## src/rtl/seq_shifter.sv

```systemverilog
// Multi-cycle shift/rotate unit: moves the operand at most STEP bit positions per clock
// and reports the finished value with a one-cycle done pulse.
module seq_shifter #(
  parameter  int XLEN = 32,
  parameter  int STEP = 1,
  localparam int SHW  = $clog2(XLEN)
) (
  input  logic            clk,
  input  logic            rst,
  input  logic            start,
  input  logic [XLEN-1:0] a,
  input  logic [SHW-1:0]  shamt,
  input  logic [2:0]      op,
  output logic            busy,
  output logic            done,
  output logic [XLEN-1:0] result
);

  typedef enum logic [0:0] {
    ST_IDLE  = 1'b0,
    ST_SHIFT = 1'b1
  } state_t;

  localparam logic [SHW:0] STEP_C = (SHW+1)'(STEP);
  localparam logic [SHW:0] XLEN_C = (SHW+1)'(XLEN);

  state_t          r_state;
  logic [XLEN-1:0] r_data;
  logic [SHW:0]    r_cnt;
  logic [2:0]      r_op;
  logic            r_busy;
  logic            r_done;
  logic [XLEN-1:0] r_result;

  logic [SHW:0]    w_k;
  logic [SHW:0]    w_ror_amt;
  logic [XLEN-1:0] w_rot;
  logic [XLEN-1:0] w_shr;
  logic [XLEN-1:0] w_next;

  // NOTE: every variable written in always_comb gets a default first, so no path
  // through the block leaves it unassigned and no latch is inferred.
  always_comb begin
    w_k       = (r_cnt < STEP_C) ? r_cnt : STEP_C;
    // A left rotate by k is a right rotate by XLEN-k; both share one rotator.
    w_ror_amt = r_op[0] ? w_k : (XLEN_C - w_k);
    w_rot     = (r_data >> w_ror_amt) | (r_data << (XLEN_C - w_ror_amt));
    // SRA keeps the MSB fixed, so r_data[XLEN-1] is still the sign latched at start.
    w_shr     = r_op[1] ? $unsigned($signed(r_data) >>> w_k) : (r_data >> w_k);
    w_next    = r_data;
    if (r_op[2]) begin
      w_next = w_rot;
    end else if (r_op[0]) begin
      w_next = w_shr;
    end else begin
      w_next = r_data << w_k;
    end
  end

  // NOTE: sequential state uses non-blocking assignments only, so every register
  // samples the values from before the edge regardless of statement order.
  always_ff @(posedge clk) begin
    if (rst) begin
      r_state  <= ST_IDLE;
      r_data   <= '0;
      r_cnt    <= '0;
      r_op     <= '0;
      r_busy   <= 1'b0;
      r_done   <= 1'b0;
      r_result <= '0;
    end else begin
      r_done <= 1'b0;
      unique case (r_state)
        ST_IDLE: begin
          if (start) begin
            r_data  <= a;
            r_cnt   <= {1'b0, shamt};
            r_op    <= op;
            r_busy  <= 1'b1;
            r_state <= ST_SHIFT;
          end
        end
        ST_SHIFT: begin
          r_data <= w_next;
          r_cnt  <= r_cnt - w_k;
          if (r_cnt <= STEP_C) begin
            r_result <= w_next;
            r_done   <= 1'b1;
            r_busy   <= 1'b0;
            r_state  <= ST_IDLE;
          end
        end
        default: r_state <= ST_IDLE;
      endcase
    end
  end

  assign busy   = r_busy;
  assign done   = r_done;
  assign result = r_result;

endmodule

```

## config.mk

```make
export PLATFORM = sky130hd
export DESIGN_NAME = seq_shifter
export DESIGN_NICKNAME = d
export VERILOG_FILES = /design/src/rtl/seq_shifter.sv
export SDC_FILE = /design/constraint.sdc
export NUM_CORES = 1
export LEC_CHECK = 0
export CAP_MARGIN = 20
export CORE_MARGIN = 2
export CORE_UTILIZATION = 52
export CTS_CLUSTER_SIZE = 12
export DETAILED_ROUTE_END_ITERATION = 16
export HOLD_SLACK_MARGIN = 0.15
export PLACE_DENSITY = 0.78
export SKIP_LAST_GASP = 1
export SLEW_MARGIN = 5
export SYNTH_ARGS = -nofsm -noshare
export SYNTH_HDL_FRONTEND = slang
export SYNTH_SLANG_ARGS = --single-unit
export TNS_END_PERCENT = 5
```

## constraint.sdc

```tcl
create_clock -name clk -period 4.3 [get_ports clk]
set_clock_uncertainty 0.1 [all_clocks]
set_input_delay 0.86 -clock clk [delete_from_list [all_inputs] [get_ports clk]]
set_output_delay 0.86 -clock clk [all_outputs]
set_load 0.01 [all_outputs]
```

==> key figures <==
Placement
  – Pre-CTS setup slack: 0.539 ns
  – Buffers on Ports: 76
  – Post-DP HPWL: 18,600 um
  – Placer Congestion: 1.04

Finish
  – Nets: 900
  – ANT cells: 0
  – Syn-to-layout area delta: 16.7%
  – Share of layout cells above drive strength 1: 8.49%

Clock tree
  – CTS H-tree lvls: 3
  – Worst skew pair latency: 0.36 ns
  – Reg clk slew, reported paths: 0.07 ns
  – Max Root-Sink Buffers: 2
  – Cts hold-fix bufs: 0
  – CTS Root Cell: clkbuf_16
  – Post-CTS Resized: 0
  – Cts bufs inserted: 9
  – CTS tree: done
  – TritonCTS Sinks: 76
  – Post-CTS Setup Inserts: 0

Worst setup path
  – Slowest-stage cell, CP: a2111oi_0
  – Cells along the critical path: nor3_2 -> nand2_2 -> inv_2 -> ha_1 -> buf_4 -> nor2b_2 -> buf_4 -> nand2_1 -> and3_1 -> a2111oi_0 -> a311oi_1 -> a211oi_1
  – Critical path type: flip-flop to flip-flop
  – Worst Path Max Fanout: 29
  – FF-to-FF path depth: 12
  – Critical Path Sink Type: flip-flop
  – Crit path arrival time: 4.13 ns
  – Crit path largest cell delay: 0.80 ns
  – Crit-path most repeated cell: buf_4
  – Data required time at the worst endpoint: 4.48 ns
  – CP Launch Type: flip-flop

STA
  – Final hold vios: 0
  – Unrepaired setup endpoints after global routing: no
  – Setup TNS: 0 ns
  – Fin crit period: 3.96 ns
  – Slew margin rel.: 38.1%
  – Worst slew pin tran: 0.906 ns
  – Final worst setup slack: 0.343 ns
  – Pins Over Slew Limit: 0
  – Max frequency: 253 MHz
  – Final setup viols: 0
  – Fin crit share: 92.0%

Power
  – Pwr/cell area: 466 nW/um^2
  – Clock group share of total power: 24.2%
  – Static leakage: 2.59 nW
  – Comb pwr share: 47.7%
  – P_int: 1.84 mW
  – Switching share of power: 45.6%
  – Psw: 1.55 mW
  – Sequential Power Share: 28.1%
  – Worst ir drop on vdd: 0.338 mV

Yosys
  – Synth area leaders: dfxtp_1, mux2i_1, a211oi_1
  – Post-synth EDFFs: 0
  – Primary FF master, synth: dfxtp_1
  – Top cell type's share of synthesized area: 24.4%
  – Mapped Cells: 849
  – Fraction of registers with async set/reset: 0%
  – Yosys top cell by area: dfxtp_1
  – Net Count, Synth: 894
  – Distinct cell type count after synthesis: 67
  – Yosys reg bits: 76
  – Synth Warn #: 0
  – Post-synthesis instance area: 6240 sq um
  – Average size of a mapped cell: 7.35 sq um
  – Seq/Total Area, Yosys: 24.4%

Drt
  – DRT Wirelength: 27,400 um
  – DRC viols: 0
  – Via count: 7,387
  – Router iterations before antenna repair: 6
  – Vias/cell: 7.34
  – Post-DR wirelength/cell: 27.2 um
  – Post-DRT Antenna Nets: 0
  – Initial DRC Count: 1,342

Global routing
  – Vias in the first global route: 6,951
  – Wire length of the first global-routing pass: 41,600 um
  – Initial antenna violation count: 0
  – Grt ovf: 0
  – Pin count of the biggest net entering global routing: 79
  – GR Util All Layers: 42.2%

Floorplan
  – Ports: 77
  – Starting Density: 52.6%
  – Core ar.: 11,900 sq um
  – Number of rows in the core area: 40
  – Die area: 12,900 sq um
  – Die height: 114 um
  – Die outline width: 114 um

Flow run
  – Max Cap Viol: 0

Hold path
  – Hold crit path type: flip-flop to flip-flop
  – WHS Path Cells: 2

Status
  – Status: complete, no violations
==> critical path, delay by kind of cell (launching register included) <==
| kind | cells | cell delay (ns) |
|---|---|---|
| AOI/OAI and AO/OA | 3 | 1.22 |
| adders and majority gates | 1 | 0.52 |
| buffers and inverters | 3 | 0.71 |
| DFF | 1 | 0.50 |
| and+or+nand+nor | 5 | 0.80 |
==> flip-flops by register name, summed over array words and instances (netlist names) <==
| register | count |
|---|---|
| r_cnt | 6 |
| result | 32 |
| busy | 1 |
| r_op | 3 |
| r_state | 1 |
| done | 1 |
| r_data | 32 |
==> logic make-up after synthesis <==
| group | synth area share [%] |
|---|---|
| compound gates | 35.3 |
| fa+ha+maj | 0.401 |
| buf+inv | 7.28 |
| flops | 24.4 |
| mux | 12.6 |
| other cells | 0.0601 |
| simple gates | 19.9 |
==> routing by layer <==
| layer | share of wire, % | GRT usage [%] | vias to the layer above |
|---|---|---|---|
| li1 | - | - | 3206 |
| met1 | 38 | 54.2 | 3492 |
| met2 | 45 | 67.9 | 579 |
| met3 | 11 | 9.35 | 110 |
| met4 | 5.0 | 18.6 | 0 |
| met5 | 0 | 0 | - |
==> layout make-up <==
class,instances,area [sq um]
Multi-Input combinational cell,654,4280
Inverter,13,48.8
Timing Repair Buffer,101,938
Clock inverter,7,82.6
Sequential cell,76,1520
Tap cell,147,184
Fill cell,1054,4580
Clock buffer,9,225
==> synth_stat cells, drive strengths merged (6+ instances only) <==
master and n:
a2111oi 9, a211oi 59, a21oi 63, a221oi 6, a311oi 22, buf 16, clkbuf 90, dfxtp 76
inv 13, mux2 8, mux2i 65, nand2 72, nand3 11, nand3b 9, nor2 70, nor2b 32
nor3 17, o211ai 14, o21ai 72, o221ai 10, o22ai 6, o31ai 7, or3 13
==> per-stage QoR <==
step | power [mW] | std cells | instance area (sq um) | hold slack [ns] | utilization [%]
after floorplan | 1.96 | 849 | 6240 | 0.336 | -
after global placement | 2.50 | 991 | 6970 | 0.342 | 58.8
after detailed placement | 2.52 | 991 | 6970 | 0.351 | 58.8
after CTS | 3.33 | 1007 | 7280 | 0.360 | 61.4
after global routing | 3.52 | 1007 | 7280 | 0.371 | 61.4
final | 3.39 | 1007 | 7280 | 0.355 | 61.4
==> worst paths after layout <==
kind | from | to | slack [ns]
min | result[4] | result[4] | 0.35
max | r_cnt[5] | result[0] | 0.34
min reg2reg | result[4] | result[4] | 0.35
max reg2reg | r_cnt[5] | result[0] | 0.34
==> power by group through the flow <==
stage	clock, mW	combinational [mW]	sequential, mW
global route	0.846	1.72	0.955
finish	0.820	1.62	0.955
detailed placement	0	1.56	0.956
global placement	0	1.55	0.956
floorplan	0	1.10	0.857
CTS	0.820	1.57	0.941
==> layout by cell type (no fill, tap or decap), types with 6 or more instances in the layout <==
cell	netlist	final
nor2b_1	32	31
nand2_1	72	71
dfxtp_1	76	74
o211ai_1	14	14
buf_4	0	25
a211oi_1	59	59
a221oi_1	6	6
or3_1	13	13
a2111oi_0	9	9
nand3_1	11	11
o22ai_1	6	6
o221ai_1	10	10
nand3b_1	9	9
nor2_1	70	69
o31ai_1	7	7
a21oi_1	63	63
a311oi_1	22	22
clkbuf_16	0	9
clkdlybuf4s50_1	0	74
inv_1	12	12
nor3_1	15	15
mux2_2	8	8
o21ai_0	69	69
mux2i_1	65	65
No activity file was read; power rests on OpenSTA's default activity.
